### src/rtl/key_event_ctrl_pkg.sv
`default_nettype none
//============================================================================
// Module   : key_event_ctrl_pkg
// Brief    : Shared event codes, per-key FSM encoding and width helper for
//            the multi-key event controller.
// Revision : 1.0 - initial release
//============================================================================
package key_event_ctrl_pkg;

  // Event codes carried in the FIFO alongside the key index
  localparam logic [1:0] c_EVT_SHORT = 2'b01;
  localparam logic [1:0] c_EVT_LONG  = 2'b10;

  // Per-key press classifier states
  typedef enum logic [1:0] {
    ST_IDLE      = 2'd0,
    ST_HELD      = 2'd1,
    ST_LONG_HELD = 2'd2
  } key_fsm_e;

  // Key index width; a single-key build still needs a 1-bit index field
  function automatic int key_idx_w(input int num_keys);
    return (num_keys > 1) ? $clog2(num_keys) : 1;
  endfunction

endpackage
`default_nettype wire

### src/rtl/key_event_ctrl_if.sv
`default_nettype none
//============================================================================
// Module   : key_event_ctrl_if
// Brief    : Show-ahead valid/ready pop port of the key event FIFO.
//            master = event source (controller), slave = CPU side.
// Revision : 1.0 - initial release
//============================================================================
interface key_event_ctrl_if #(
  parameter int KEY_W = 2
);
  logic             evt_valid;
  logic [KEY_W-1:0] evt_key;
  logic [1:0]       evt_code;
  logic             evt_ready;

  modport master (
    output evt_valid,
    output evt_key,
    output evt_code,
    input  evt_ready
  );

  modport slave (
    input  evt_valid,
    input  evt_key,
    input  evt_code,
    output evt_ready
  );
endinterface
`default_nettype wire

### src/rtl/key_event_ctrl_debounce.sv
`default_nettype none
//============================================================================
// Module   : key_event_ctrl_debounce
// Brief    : One key: 2-FF synchroniser, sample history debounce, and the
//            SHORT/LONG press classifier with its hold counter.
// Revision : 1.0 - initial release
//============================================================================
module key_event_ctrl_debounce
  import key_event_ctrl_pkg::*;
#(
  parameter int STABLE_SAMPLES = 4,
  parameter int LONG_TICKS     = 100
) (
  input  wire logic clk,
  input  wire logic rstn,
  input  wire logic key_n,
  input  wire logic tick,
  output logic      level,
  output logic      raise_short,
  output logic      raise_long
);

  localparam int                 c_CNT_W    = $clog2(LONG_TICKS);
  localparam logic [c_CNT_W-1:0] c_CNT_LAST = c_CNT_W'(LONG_TICKS - 1);

  logic                      r_sync1;
  logic                      r_sync2;
  logic [STABLE_SAMPLES-1:0] r_hist;
  logic [STABLE_SAMPLES-1:0] w_hist_nxt;
  logic                      r_level;
  logic                      w_level_nxt;
  key_fsm_e                  r_state;
  key_fsm_e                  w_state_nxt;
  logic [c_CNT_W-1:0]        r_cnt;
  logic [c_CNT_W-1:0]        w_cnt_nxt;

  // Bring the asynchronous button into the clock domain; idle level is released
  always_ff @(posedge clk or negedge rstn) begin
    if (!rstn) begin
      r_sync1 <= 1'b1;
      r_sync2 <= 1'b1;
    end else begin
      r_sync1 <= key_n;
      r_sync2 <= r_sync1;
    end
  end

  assign w_hist_nxt = {r_hist[STABLE_SAMPLES-2:0], r_sync2};

  // Debounced level follows only a fully uniform history, otherwise holds
  always_comb begin
    w_level_nxt = r_level;
    if (w_hist_nxt == '0) begin
      w_level_nxt = 1'b1;
    end else if (&w_hist_nxt) begin
      w_level_nxt = 1'b0;
    end
  end

  // Sample history and debounced level advance on the sample tick only
  always_ff @(posedge clk or negedge rstn) begin
    if (!rstn) begin
      r_hist  <= '1;
      r_level <= 1'b0;
    end else if (tick) begin
      r_hist  <= w_hist_nxt;
      r_level <= w_level_nxt;
    end
  end

  // Classifier state and hold counter registers
  always_ff @(posedge clk or negedge rstn) begin
    if (!rstn) begin
      r_state <= ST_IDLE;
      r_cnt   <= '0;
    end else begin
      r_state <= w_state_nxt;
      r_cnt   <= w_cnt_nxt;
    end
  end

  // Classifier sees the level being latched this tick, so a press is
  // recognised in the same tick the debounce accepts it
  always_comb begin
    w_state_nxt = r_state;
    w_cnt_nxt   = r_cnt;
    raise_short = 1'b0;
    raise_long  = 1'b0;
    if (tick) begin
      case (r_state)
        ST_IDLE: begin
          if (w_level_nxt) begin
            w_state_nxt = ST_HELD;
            w_cnt_nxt   = '0;
          end
        end
        ST_HELD: begin
          if (!w_level_nxt) begin
            raise_short = 1'b1;
            w_state_nxt = ST_IDLE;
          end else if (r_cnt == c_CNT_LAST) begin
            raise_long  = 1'b1;
            w_state_nxt = ST_LONG_HELD;
          end else begin
            w_cnt_nxt = r_cnt + 1'b1;
          end
        end
        ST_LONG_HELD: begin
          if (!w_level_nxt) begin
            w_state_nxt = ST_IDLE;
          end
        end
        default: begin
          w_state_nxt = ST_IDLE;
        end
      endcase
    end
  end

  assign level = r_level;

endmodule
`default_nettype wire

### src/rtl/key_event_ctrl.sv
`default_nettype none
//============================================================================
// Module   : key_event_ctrl
// Brief    : Multi-key front end: sample prescaler, per-key debounce and
//            press classification, pending-event arbiter and show-ahead
//            event FIFO drained by the CPU. evt_valid is the IRQ line.
// Revision : 1.0 - initial release
//============================================================================
module key_event_ctrl
  import key_event_ctrl_pkg::*;
#(
  parameter int NUM_KEYS       = 4,
  parameter int SAMPLE_DIV     = 500000,
  parameter int STABLE_SAMPLES = 4,
  parameter int LONG_TICKS     = 100,
  parameter int FIFO_DEPTH     = 4
) (
  input  wire logic                clk,
  input  wire logic                rstn,
  input  wire logic [NUM_KEYS-1:0] key_n,
  key_event_ctrl_if.master         evt,
  output logic      [NUM_KEYS-1:0] key_state,
  output logic                     evt_ovf,
  input  wire logic                ovf_clr
);

  localparam int                 c_KEY_W   = key_idx_w(NUM_KEYS);
  localparam int                 c_PS_W    = $clog2(SAMPLE_DIV);
  localparam logic [c_PS_W-1:0]  c_PS_LAST = c_PS_W'(SAMPLE_DIV - 1);
  localparam int                 c_AW      = $clog2(FIFO_DEPTH);

  logic [c_PS_W-1:0]   r_ps;
  logic                w_tick;

  logic [NUM_KEYS-1:0] w_level;
  logic [NUM_KEYS-1:0] w_raise_short;
  logic [NUM_KEYS-1:0] w_raise_long;

  logic [NUM_KEYS-1:0] r_pend;
  logic [1:0]          r_pend_code [NUM_KEYS];

  logic                w_grant_vld;
  logic [c_KEY_W-1:0]  w_grant_idx;
  logic [1:0]          w_grant_code;

  logic [c_KEY_W-1:0]  r_mem_key  [FIFO_DEPTH];
  logic [1:0]          r_mem_code [FIFO_DEPTH];
  logic [c_AW:0]       r_wr_ptr;
  logic [c_AW:0]       r_rd_ptr;
  logic                w_empty;
  logic                w_full;
  logic                w_pop;
  logic                w_push;
  logic                w_drop;
  logic                r_ovf;

  // Free-running sample prescaler; wraps at SAMPLE_DIV-1
  always_ff @(posedge clk or negedge rstn) begin
    if (!rstn) begin
      r_ps <= '0;
    end else if (r_ps == c_PS_LAST) begin
      r_ps <= '0;
    end else begin
      r_ps <= r_ps + 1'b1;
    end
  end

  assign w_tick = (r_ps == c_PS_LAST);

  generate
    for (genvar gk = 0; gk < NUM_KEYS; gk++) begin : g_key
      key_event_ctrl_debounce #(
        .STABLE_SAMPLES (STABLE_SAMPLES),
        .LONG_TICKS     (LONG_TICKS)
      ) u_debounce (
        .clk         (clk),
        .rstn        (rstn),
        .key_n       (key_n[gk]),
        .tick        (w_tick),
        .level       (w_level[gk]),
        .raise_short (w_raise_short[gk]),
        .raise_long  (w_raise_long[gk])
      );
    end
  endgenerate

  assign key_state = w_level;

  // Lowest-index pending key wins the single push slot this cycle
  always_comb begin
    w_grant_vld  = 1'b0;
    w_grant_idx  = '0;
    w_grant_code = '0;
    for (int k = NUM_KEYS - 1; k >= 0; k--) begin
      if (r_pend[k]) begin
        w_grant_vld  = 1'b1;
        w_grant_idx  = c_KEY_W'(k);
        w_grant_code = r_pend_code[k];
      end
    end
  end

  assign w_empty = (r_wr_ptr == r_rd_ptr);
  assign w_full  = (r_wr_ptr[c_AW] != r_rd_ptr[c_AW]) &&
                   (r_wr_ptr[c_AW-1:0] == r_rd_ptr[c_AW-1:0]);
  assign w_pop   = !w_empty && evt.evt_ready;
  // A pop frees the head slot in the same cycle, so full+pop still accepts
  assign w_push  = w_grant_vld && (!w_full || w_pop);
  assign w_drop  = w_grant_vld && w_full && !w_pop;

  // One pending slot per key; a raise always lands, a grant retires it
  always_ff @(posedge clk or negedge rstn) begin
    if (!rstn) begin
      r_pend <= '0;
      for (int k = 0; k < NUM_KEYS; k++) begin
        r_pend_code[k] <= 2'b00;
      end
    end else begin
      for (int k = 0; k < NUM_KEYS; k++) begin
        if (w_raise_short[k] || w_raise_long[k]) begin
          r_pend[k]      <= 1'b1;
          r_pend_code[k] <= w_raise_long[k] ? c_EVT_LONG : c_EVT_SHORT;
        end else if (w_grant_vld && (w_grant_idx == c_KEY_W'(k))) begin
          r_pend[k] <= 1'b0;
        end
      end
    end
  end

  // FIFO storage; contents are only visible through the valid-gated head
  always_ff @(posedge clk) begin
    if (w_push) begin
      r_mem_key[r_wr_ptr[c_AW-1:0]]  <= w_grant_idx;
      r_mem_code[r_wr_ptr[c_AW-1:0]] <= w_grant_code;
    end
  end

  // FIFO pointers with an extra wrap bit to tell full from empty
  always_ff @(posedge clk or negedge rstn) begin
    if (!rstn) begin
      r_wr_ptr <= '0;
      r_rd_ptr <= '0;
    end else begin
      if (w_push) begin
        r_wr_ptr <= r_wr_ptr + 1'b1;
      end
      if (w_pop) begin
        r_rd_ptr <= r_rd_ptr + 1'b1;
      end
    end
  end

  // Sticky overflow; a drop in the same cycle as a clear keeps it set
  always_ff @(posedge clk or negedge rstn) begin
    if (!rstn) begin
      r_ovf <= 1'b0;
    end else if (w_drop) begin
      r_ovf <= 1'b1;
    end else if (ovf_clr) begin
      r_ovf <= 1'b0;
    end
  end

  assign evt_ovf       = r_ovf;
  assign evt.evt_valid = !w_empty;
  assign evt.evt_key   = w_empty ? '0 : r_mem_key[r_rd_ptr[c_AW-1:0]];
  assign evt.evt_code  = w_empty ? '0 : r_mem_code[r_rd_ptr[c_AW-1:0]];

endmodule
`default_nettype wire

### src/flat_wrapper.sv
// flat-port wrapper written by rule: the top's interface ports become plain ports
module key_event_ctrl_flat import key_event_ctrl_pkg::*;
#(
  parameter int NUM_KEYS       = 4,
  parameter int SAMPLE_DIV     = 500000,
  parameter int STABLE_SAMPLES = 4,
  parameter int LONG_TICKS     = 100,
  parameter int FIFO_DEPTH     = 4
)
  (clk, rstn, key_n, key_state, evt_ovf, ovf_clr, evt_evt_valid, evt_evt_key, evt_evt_code, evt_evt_ready);
  key_event_ctrl_if #(.KEY_W((2))) evt_i ();
  input  wire logic clk;
  input  wire logic rstn;
  input  wire logic [NUM_KEYS-1:0] key_n;
  output logic      [NUM_KEYS-1:0] key_state;
  output logic evt_ovf;
  input  wire logic ovf_clr;
  output wire logic [$bits(evt_i.evt_valid)-1:0] evt_evt_valid;
  output wire logic [$bits(evt_i.evt_key)-1:0] evt_evt_key;
  output wire logic [$bits(evt_i.evt_code)-1:0] evt_evt_code;
  input wire logic [$bits(evt_i.evt_ready)-1:0] evt_evt_ready;
  assign evt_evt_valid = evt_i.evt_valid;
  assign evt_evt_key = evt_i.evt_key;
  assign evt_evt_code = evt_i.evt_code;
  assign evt_i.evt_ready = evt_evt_ready;
  key_event_ctrl #(.NUM_KEYS(NUM_KEYS), .SAMPLE_DIV(SAMPLE_DIV), .STABLE_SAMPLES(STABLE_SAMPLES), .LONG_TICKS(LONG_TICKS), .FIFO_DEPTH(FIFO_DEPTH)) u_core (.clk(clk), .rstn(rstn), .key_n(key_n), .evt(evt_i), .key_state(key_state), .evt_ovf(evt_ovf), .ovf_clr(ovf_clr));
endmodule
### config.mk
export PLATFORM = sky130hd
export DESIGN_NAME = key_event_ctrl_flat
export DESIGN_NICKNAME = d
export VERILOG_FILES = /design/src/rtl/key_event_ctrl_pkg.sv /design/src/rtl/key_event_ctrl_if.sv /design/src/rtl/key_event_ctrl_debounce.sv /design/src/rtl/key_event_ctrl.sv /design/src/flat_wrapper.sv
export SDC_FILE = /design/constraint.sdc
export NUM_CORES = 1
export LEC_CHECK = 0
export ABC_AREA = 1
export BUFFER_PORTS_ARGS = -buffer_cell sky130_fd_sc_hd__buf_2
export CELL_PAD_IN_SITES_DETAIL_PLACEMENT = 2
export CELL_PAD_IN_SITES_GLOBAL_PLACEMENT = 2
export CORE_AREA = 2 2 129 131
export CTS_CLUSTER_SIZE = 40
export DETAILED_ROUTE_END_ITERATION = 16
export DIE_AREA = 0 0 131 133
export GPL_TIMING_DRIVEN = 0
export PLACE_DENSITY = 0.87
export SYNTH_ARGS = -nofsm -noshare
export SYNTH_HDL_FRONTEND = slang
export SYNTH_HIERARCHICAL = 1
export SYNTH_SLANG_ARGS = --single-unit
### constraint.sdc
create_clock -name clk -period 2.5 [get_ports clk]
set_input_delay 0.125 -clock clk [delete_from_list [all_inputs] [get_ports clk]]
set_output_delay 0.125 -clock clk [all_outputs]
set_load 0.01 [all_outputs]
==> results of run 1 <==
cell usage after synthesis, drive strengths merged, types with 7 or more instances:
cell / instances
nand3: 67
o21ai: 46
dfrtp: 78
xor2: 15
nand2: 216
nor3b: 9
inv: 97
nand4: 18
a21oi: 12
nor3: 7
dfstp: 20
edfxtp: 16
ha: 10
nor2: 96
timing repair:
action                     4_1_cts  5_1_grt
hold buffers                     6        0
hold endpoints to repair        31        0
gates cloned                     0        0
gates resized for setup          3        6
pin swaps                        0        1
setup buffers                    4        0
setup endpoints to repair       37       13
per-stage QoR:
stage / TNS, ns / hold slack [ns] / cell area [um^2]
after floorplan: 0 / -0.171 / 6100
after global placement: -0.937 / 0.230 / 6460
after detailed placement: -1.59 / 0.0956 / 6490
after CTS: 0 / 0.00312 / 7240
after global routing: -0.0323 / 0.0253 / 7260
final: 0 / 0.0117 / 7260
cell families after synthesis:
group	after synthesis
compound gates	62
xor+xnor	21
fa+ha+maj	10
buf+inv	103
flops	114
simple gates	418
layout by cell type (no fill, tap or decap), types with 7 or more instances in the layout:
master and n:
nand2_1 194, inv_1 91, nor2_1 78, dfrtp_1 78, nand3_1 55, o21ai_0 26, clkbuf_16 21, buf_2 20
dfstp_2 20, o21ai_1 16, edfxtp_1 16, xor2_1 15, nand4_1 14, a21oi_1 12, nand3_2 12, nand2_2 11
nand2_4 11, ha_1 9, nor2_4 8, nor3b_1 8, nor2_2 7
power by group:
part           internal (uW)  leakage (uW)  switching (uW)
sequential              1890       0.00147            4.58
combinational           20.4       0.00156            50.6
clock                   1750      0.000326             904
layer usage:
layer / global-route usage (%) / part of all wire [%] / wire length [um]
met5: 0 / 0 / 0
met4: 8.87 / 2.8 / 527
met3: 4.77 / 2.2 / 424
met2: 43.8 / 55 / 10400
met1: 27.0 / 40 / 7690
worst max-delay path, cell delays in order (launching register included):
cell and delay (ns):
dfrtp_1 0.38, ha_2 0.26, nand2_2 0.13, nor2_1 0.13
nand3_1 0.19, clkinvlp_4 0.22, buf_4 0.17, buf_4 0.15
nand2_4 0.09, nor2_1 0.18, inv_1 0.11, o211ai_1 0.18
final timing paths:
check / endpoint / startpoint / slack [ns] / cells past startpoint
min: u_core/r_rd_ptr[0] / evt_evt_ready / 0.01 / 3
min in group asynchronous: u_core/r_ps[13] / rstn / 0.19 / 2
max in group asynchronous: u_core/g_key[2].u_debounce/r_sync2 / rstn / 1.57 / 3
min reg2reg: u_core/g_key[0].u_debounce/r_sync2 / u_core/g_key[0].u_debounce/r_sync1 / 0.36 / 0
max reg2reg: u_core/r_pend[2] / u_core/r_ps[0] / 0.17 / 11
max: u_core/r_pend[2] / u_core/r_ps[0] / 0.17 / 11
final cells by class:
class                      instances  area (um^2)
fill                            1795         8910
sequential                       114         2960
multi-input combinational        511         2770
clock buffer                      24          557
inverter                          97          368
tap                              220          275
timing repair buffer              28          205
clock inverter                     8         90.1
buffer                             6         35.0
flip-flops by register name, indices dropped and copies added (netlist names):
name / cells
u_core/evt_ovf: 1
u_core/g_key.u_debounce/level: 4
u_core/g_key.u_debounce/r_cnt: 28
u_core/g_key.u_debounce/r_hist: 12
u_core/g_key.u_debounce/r_state: 8
u_core/g_key.u_debounce/r_sync1: 4
u_core/g_key.u_debounce/r_sync2: 4
u_core/r_mem_code: 8
u_core/r_mem_key: 8
u_core/r_pend: 4
u_core/r_pend_code: 8
u_core/r_ps: 19
u_core/r_rd_ptr: 3
u_core/r_wr_ptr: 3
==> impl_metrics.tcl, run 1 <==
set metrics [dict create \
    setup_violations 0 \
    syn_avg_cell_area_um2 8.38 \
    synthFlopType "dfrtp_1" \
    drtPass1Iterations 4 \
    synth_simple_gate_area_share_pct 34.1 \
    dp_hpwl_um 12200 \
    hold_viol 0 \
    synth_mux_area_share_pct 0 \
    clockRootBuffer "clkbuf_16" \
    cp.arrival_ns 2.62 \
    cts_sinks 114 \
    fin_util_pct 44.9 \
    synth_edf_count 16 \
    vias_per_cell 5.11 \
    synthArstFlopShare_pct 86.0 \
    total_leakage_power_uw 0.00336 \
    drc_errors 0 \
    endpoint_kind "register" \
    drive_above_1_share_pct 19.2 \
    synthTopCellsByArea "dfrtp_1 (32%), nand2_1 (12%), dfstp_2 (8.6%)" \
    p_total_uw 4620 \
    worst-path-max-fanout 7 \
    dpl.cell_count 966 \
    startpoint_type "register" \
    synth_top_family_by_area "simple AND/OR/NAND/NOR gates" \
    ys_seq_area_share_pct 48.5 \
    core_area_um2 16200 \
    clock_path_buffers 2 \
    worst_pin_slew_ns 0.636 \
    slew_violations 0 \
    finalCritPeriodShare_pct 93.0 \
    cts_tree "done" \
    antenna_found_initial 0 \
    yosysTopAreaCell "dfrtp_1" \
    grt_pass1_vias 6124 \
    synth_xor_area_share_pct 3.02 \
    synth_top_cell_area_share_pct 32.0 \
    ys_ff_latch 114 \
    fin_worst_skew_ns 0.00924 \
    grt_max_degree 73 \
    wl_um 19100 \
    max_freq_mhz 430 \
    dieArea_um2 17400 \
    clk_pin_slew_ns 0.06 \
    finalCriticalPeriod_ns 2.33 \
    syn_area_um2 6100 \
    setup_slack_ns 0.174 \
    port_buffers 17 \
    track_usage_pct 23.9 \
    syn_inst 728 \
    grt_overflow 0 \
    antenna_left 0 \
    yosysUniqueCellTypes 34 \
    clk_latency_ns 0.42 \
    final_net_count 793 \
    io_pins 18 \
    status "complete, no violations" \
    wl_per_cell_um 18.9 \
    dp_slack_ns -0.193 \
    drt_iter0_markers 242 \
    power_density_nw_per_um2 636 \
    slew-limit-headroom_pct 57.2 \
    syn2layout_area_growth_pct 19.0 \
    die_w_um 131 \
    routed-via-count 5151 \
    fin_cells 1008 \
    gp_congestion 0.773 \
    die_h_um 133 \
    drv_cap 0 \
    crit_type "register to register" \
    synthAdderAreaFrac_pct 2.05 \
    htree_levels 4 \
    antenna_cells 0 \
    grt_pass1_wl_um 32100 \
    yosys_warnings 6 \
    numCtsBuffers 17 \
    vdd_ir_drop_max_v 0.000498 \
    required_ns 2.80 \
    row_count 47 \
    min_path_type "input port to register" \
    synth-compound-area-share_pct 5.87 \
    initial_utilization_pct 37.7 \
    syn_nets 746 \
]
No activity file was read; power rests on OpenSTA's default activity.
==> inputs of run 2 (changes only) <==
CTS_BUF_LIST = sky130_fd_sc_hd__clkbuf_16   (was default)
==> run 2 against run 1 <==
Clock skew fell by 0.0013 ns. Power fell by 1.7%. Combinational power fell by 0.7%.
==> impl_metrics.tcl, run 2 (synthesis gave the netlist of run 1 again) <==
set metrics [dict create \
    port_buffers 17 \
    rsz0062_at_grt "no" \
    grt.busiest_layer "met2" \
    routed-via-count 5168 \
    worst_pin_slew_ns 0.707 \
    grtUsageMet3_pct 4.69 \
    crit_type "register to register" \
    wl_per_cell_um 18.3 \
    setup.worst_path.start "u_core/r_ps[6]" \
    swShare_pct 20.8 \
    setup_violations 0 \
    pwr-share-comb_pct 1.6 \
    cts_sinks 114 \
    required_ns 2.85 \
    fill_cells 1799 \
    die_h_um 133 \
    startpoint_type "register" \
    core_area_um2 16200 \
    r2r-start "u_core/r_ps[6]" \
    power_density_nw_per_um2 627 \
    drtPass1Iterations 5 \
    syn2layout_area_growth_pct 18.7 \
    grtUsageMet1_pct 26.1 \
    die_w_um 131 \
    grt_pass1_vias 6008 \
    largest_reg_flops 28 \
    power.internal_uw 3590 \
    ff2ff_path_depth 10 \
    cts_tree "done" \
    drv_cap 0 \
    dp_hpwl_um 12200 \
    endpoint "u_core/r_pend_code[0]" \
    io_pins 18 \
    row_count 47 \
    track_usage_pct 23.0 \
    min_path_type "input port to register" \
    grt_max_degree 73 \
    rr_endpoint "u_core/r_pend_code[0]" \
    antenna_left 0 \
    vdd_ir_drop_max_v 0.000504 \
    layout_common_cells "nand2_1 (194), inv_1 (92), nor2_1 (78), dfrtp_1 (78), nand3_1 (54)" \
    place_area_um2 6490 \
    hold_start "evt_evt_ready" \
    status "complete, no violations" \
    wl_um 18500 \
    slew_violations 0 \
    postLayoutCellArea_um2 7240 \
    slew-limit-headroom_pct 52.4 \
    clockRootBuffer "clkbuf_16" \
    fin_worst_skew_ns 0.00791 \
    clk_pin_slew_ns 0.06 \
    final_common_cell "nand2_1" \
    reg2reg_slack_ns 0.13 \
    drc_errors 0 \
    antenna_cells 0 \
    dieArea_um2 17400 \
    use_met2_pct 42.1 \
    grt_pass1_wl_um 31000 \
    clk_latency_ns 0.42 \
    drt_iter0_markers 254 \
    final_net_count 794 \
    p_switching_uw 945 \
    reg_top3 "u_core/g_key.u_debounce/r_cnt (28), u_core/r_ps (19), u_core/g_key.u_debounce/r_hist (12)" \
    finalCriticalPeriod_ns 2.37 \
    max_freq_mhz 422 \
    clock_path_buffers 2 \
    drive_above_1_share_pct 18.9 \
    gp_congestion 0.773 \
    p_seq_share_pct 41.8 \
    endpoint_kind "register" \
    finalCritPeriodShare_pct 94.7 \
    htree_levels 4 \
    total_leakage_power_uw 0.00336 \
    clkPwrFrac_pct 56.7 \
    cp.arrival_ns 2.71 \
    antenna_found_initial 0 \
    numCtsBuffers 17 \
    grt_overflow 0 \
    fin_hold_ws_ns 0.0106 \
    max_flop_register "u_core/g_key.u_debounce/r_cnt" \
    worst-path-max-fanout 10 \
    vias_per_cell 5.12 \
    initial_utilization_pct 37.7 \
    hold_viol 0 \
]
## run 2: cell types whose count changed in the layout (fill, tap and decap cells not counted), moves of 2 or more
cell      previous run  this run
clkinv_1             0         2
nor3_1               3         5
clkbuf_8             2         0
nor3_2               4         2
buf_4                6         8
## run 2: routing by layer
| metal | routed length (um) | up-vias |
|---|---|---|
| met5 | 0 | - |
| met4 | 432 | 0 |
| met3 | 436 | 38 |
| met2 | 10100 | 75 |
| met1 | 7500 | 2629 |
| li1 | - | 2426 |
## run 2: metrics by stage
stage	util [%]	setup TNS, ns	instances	power (uW)	worst slack, ns
after global placement	39.9	-0.937	965	1980	-0.122
after CTS	44.5	0	1006	4590	0.0179
after detailed placement	40.1	-1.59	966	1990	-0.193
after floorplan	-	0	728	1940	0.450
after global routing	44.8	0	1009	4670	0.000790
final	44.8	0	1009	4540	0.132
## run 2: power by group through the flow
stage | Sequential (uW) | Combinational, uW | Clock, uW
CTS | 1900 | 73.1 | 2620
global placement | 1930 | 57.0 | 0
global route | 1900 | 79.3 | 2700
floorplan | 1930 | 16.3 | 0
finish | 1900 | 70.5 | 2570
detailed placement | 1930 | 65.5 | 0
## run 2: worst min path at each step
stage	endpoint	slack, ns	depth (start not counted)
after CTS	u_core/r_rd_ptr[0]	0.0006	3
after global routing	u_core/r_rd_ptr[2]	0.02	3
after floorplan	u_core/evt_ovf	-0.17	0
final	u_core/r_rd_ptr[0]	0.01	3
after global placement	u_core/g_key[3].u_debounce/r_sync1	0.23	1
after detailed placement	u_core/r_ps[13]	0.1	1
## run 2: worst max-delay path: stages (launching register included)
cell        delay, ns
dfrtp_1          0.45
nor2_1           0.21
nor3b_2          0.24
nand3_2          0.17
clkinvlp_4       0.19
buf_4            0.13
buf_4            0.16
inv_1            0.10
nor3_1           0.30
inv_1            0.15
a21oi_1          0.18
## run 2: layout make-up
| cell class | instances | area, um^2 | share of cell area [%] |
|---|---|---|---|
| Multi-Input combinational cell | 511 | 2770 | 38.2 |
| Timing Repair Buffer | 29 | 213 | 2.94 |
| Sequential cell | 114 | 2960 | 40.8 |
| Clock buffer | 21 | 526 | 7.26 |
| Tap cell | 220 | 275 | 3.80 |
| Clock inverter | 11 | 101 | 1.40 |
| Buffer | 6 | 35.0 | 0.484 |
| Inverter | 97 | 368 | 5.08 |
## run 2: repair_timing
action	CTS	global route
setup buffers	2	3
hold buffers	6	0
gates resized for setup	4	4
pin swaps	0	1
endpoints found under the setup margin	37	10
hold endpoints to repair	31	0
==> inputs of run 3 (changes only) <==
REMOVE_ABC_BUFFERS = 1   (was default)
==> run 3 against run 2 <==
Non-clock buffer count decreased by 10. Design area decreased by 1.8%. Global-route usage decreased by 1.3 points.
==> impl_metrics.tcl, run 3 (synthesis gave the netlist of run 1 again) <==
set metrics [dict create \
    track_usage_pct 21.7 \
    dpl.cell_count 960 \
    antenna_cells 0 \
    grt_pass1_wl_um 29300 \
    slowest_stage "dfrtp_1" \
    drv_cap 0 \
    endpoint_kind "register" \
    antenna_left 0 \
    slowest_delay_ns 0.45 \
    die_w_um 131 \
    min_path_type "input port to asynchronous set/reset pin" \
    reg_top3 "u_core/g_key.u_debounce/r_cnt (28), u_core/r_ps (19), u_core/g_key.u_debounce/r_hist (12)" \
    final_net_count 786 \
    hold_viol 0 \
    required_ns 2.82 \
    initial_utilization_pct 37.7 \
    gp_congestion 0.778 \
    largest_reg_flops 28 \
    syn2layout_area_growth_pct 16.6 \
    startpoint_type "register" \
    routed-via-count 5039 \
    final_common_cell "nand2_1" \
    max_freq_mhz 417 \
    die_h_um 133 \
    setup_violations 0 \
    worst_pin_slew_ns 0.522 \
    fill_cells 1791 \
    cp_top_family "simple AND/OR/NAND/NOR gates" \
    row_count 47 \
    port_buffers 17 \
    cp.arrival_ns 2.71 \
    io_pins 18 \
    drt_iter0_markers 254 \
    p_total_uw 4140 \
    vias_per_cell 5.03 \
    dp_hpwl_um 11600 \
    slew_violations 0 \
    clockRootBuffer "clkbuf_16" \
    clock_path_buffers 2 \
    worst-path-max-fanout 12 \
    clk_pin_slew_ns 0.06 \
    tns_ns 0 \
    fin_util_pct 44.0 \
    clk_latency_ns 0.44 \
    grt_pass1_vias 5743 \
    finalCriticalPeriod_ns 2.40 \
    fin_worst_skew_ns 0.0125 \
    drtPass1Iterations 6 \
    post_cts_buffers 0 \
    layout_common_cells "nand2_1 (194), inv_1 (95), dfrtp_1 (78), nor2_1 (77), nand3_1 (54)" \
    core_area_um2 16200 \
    grt_overflow 0 \
    grt_max_degree 70 \
    drive_above_1_share_pct 16.9 \
    max_flop_register "u_core/g_key.u_debounce/r_cnt" \
    fin_cells 1001 \
    cts_sinks 114 \
    numCtsBuffers 17 \
    htree_levels 4 \
    crit_buf_inv 3 \
    status "complete, no violations" \
    slew-limit-headroom_pct 64.9 \
    total_leakage_power_uw 0.00328 \
    wl_per_cell_um 17.5 \
    cts_tree "done" \
    finalCritPeriodShare_pct 95.9 \
    dieArea_um2 17400 \
    crit_type "register to register" \
    wl_um 17500 \
    cp_cell_sequence "nor2_1, nor3b_2, nand3_4, bufinv_16, inv_1, nor3_1, inv_1, nand2_1, nand2_1" \
    power_density_nw_per_um2 582 \
    drc_errors 0 \
    antenna_found_initial 0 \
    vdd_ir_drop_max_v 0.000536 \
]
-- run 3: metal layers --
metal / routed length [um] / GRT usage [%] / vias to the layer above
met5: 0 / 0 / -
met4: 217 / 6.50 / 0
met3: 353 / 4.73 / 18
met2: 9700 / 39.8 / 35
met1: 7240 / 24.9 / 2568
li1: - / - / 2418
-- run 3: cell type report --
| class | instances | area (um^2) | share of cell area [%] |
|---|---|---|---|
| flip-flops and latches | 114 | 2960 | 41.6 |
| clock buffers | 17 | 425 | 5.98 |
| well taps | 220 | 275 | 3.87 |
| repair inverters | 2 | 17.5 | 0.246 |
| repair buffers | 25 | 185 | 2.60 |
| clock inverters | 15 | 87.6 | 1.23 |
| multi-input cells | 511 | 2770 | 39.0 |
| inverters | 97 | 390 | 5.49 |
-- run 3: metrics by stage --
| stage | setup slack (ns) | hold slack, ns | cell area [um^2] |
|---|---|---|---|
| after CTS | 0.0142 | 0.193 | 7070 |
| after global routing | -0.0303 | 0.237 | 7110 |
| after global placement | -0.705 | 0.231 | 6430 |
| after floorplan | 0.00243 | -0.171 | 6070 |
| after detailed placement | -0.351 | 0.109 | 6460 |
| final | 0.103 | 0.196 | 7110 |
-- run 3: final timing paths --
kind | from | to | slack [ns] | cells past startpoint
max | u_core/r_ps[5] | u_core/r_pend_code[1] | 0.10 | 9
min | rstn | u_core/r_ps[10] | 0.20 | 2
max reg2reg | u_core/r_ps[5] | u_core/r_pend_code[1] | 0.10 | 9
min reg2reg | u_core/g_key[0].u_debounce/r_sync1 | u_core/g_key[0].u_debounce/r_sync2 | 0.35 | 0
max in group asynchronous | rstn | u_core/g_key[0].u_debounce/r_hist[1] | 1.55 | 3
min in group clk | key_n[2] | u_core/g_key[2].u_debounce/r_sync1 | 0.34 | 2
-- run 3: what timing repair did --
| item | 4_1_cts | 5_1_grt |
|---|---|---|
| hold endpoints to repair | 37 | 0 |
| setup endpoints to repair | 51 | 10 |
| gates cloned | 0 | 2 |
| resized for setup | 4 | 5 |
| hold buffers | 7 | 0 |
-- run 3: power breakdown --
part	internal, uW	total [uW]	switching, uW
Clock	1310	2170	856
Sequential	1890	1900	4.14
Combinational	21.4	72.6	51.2
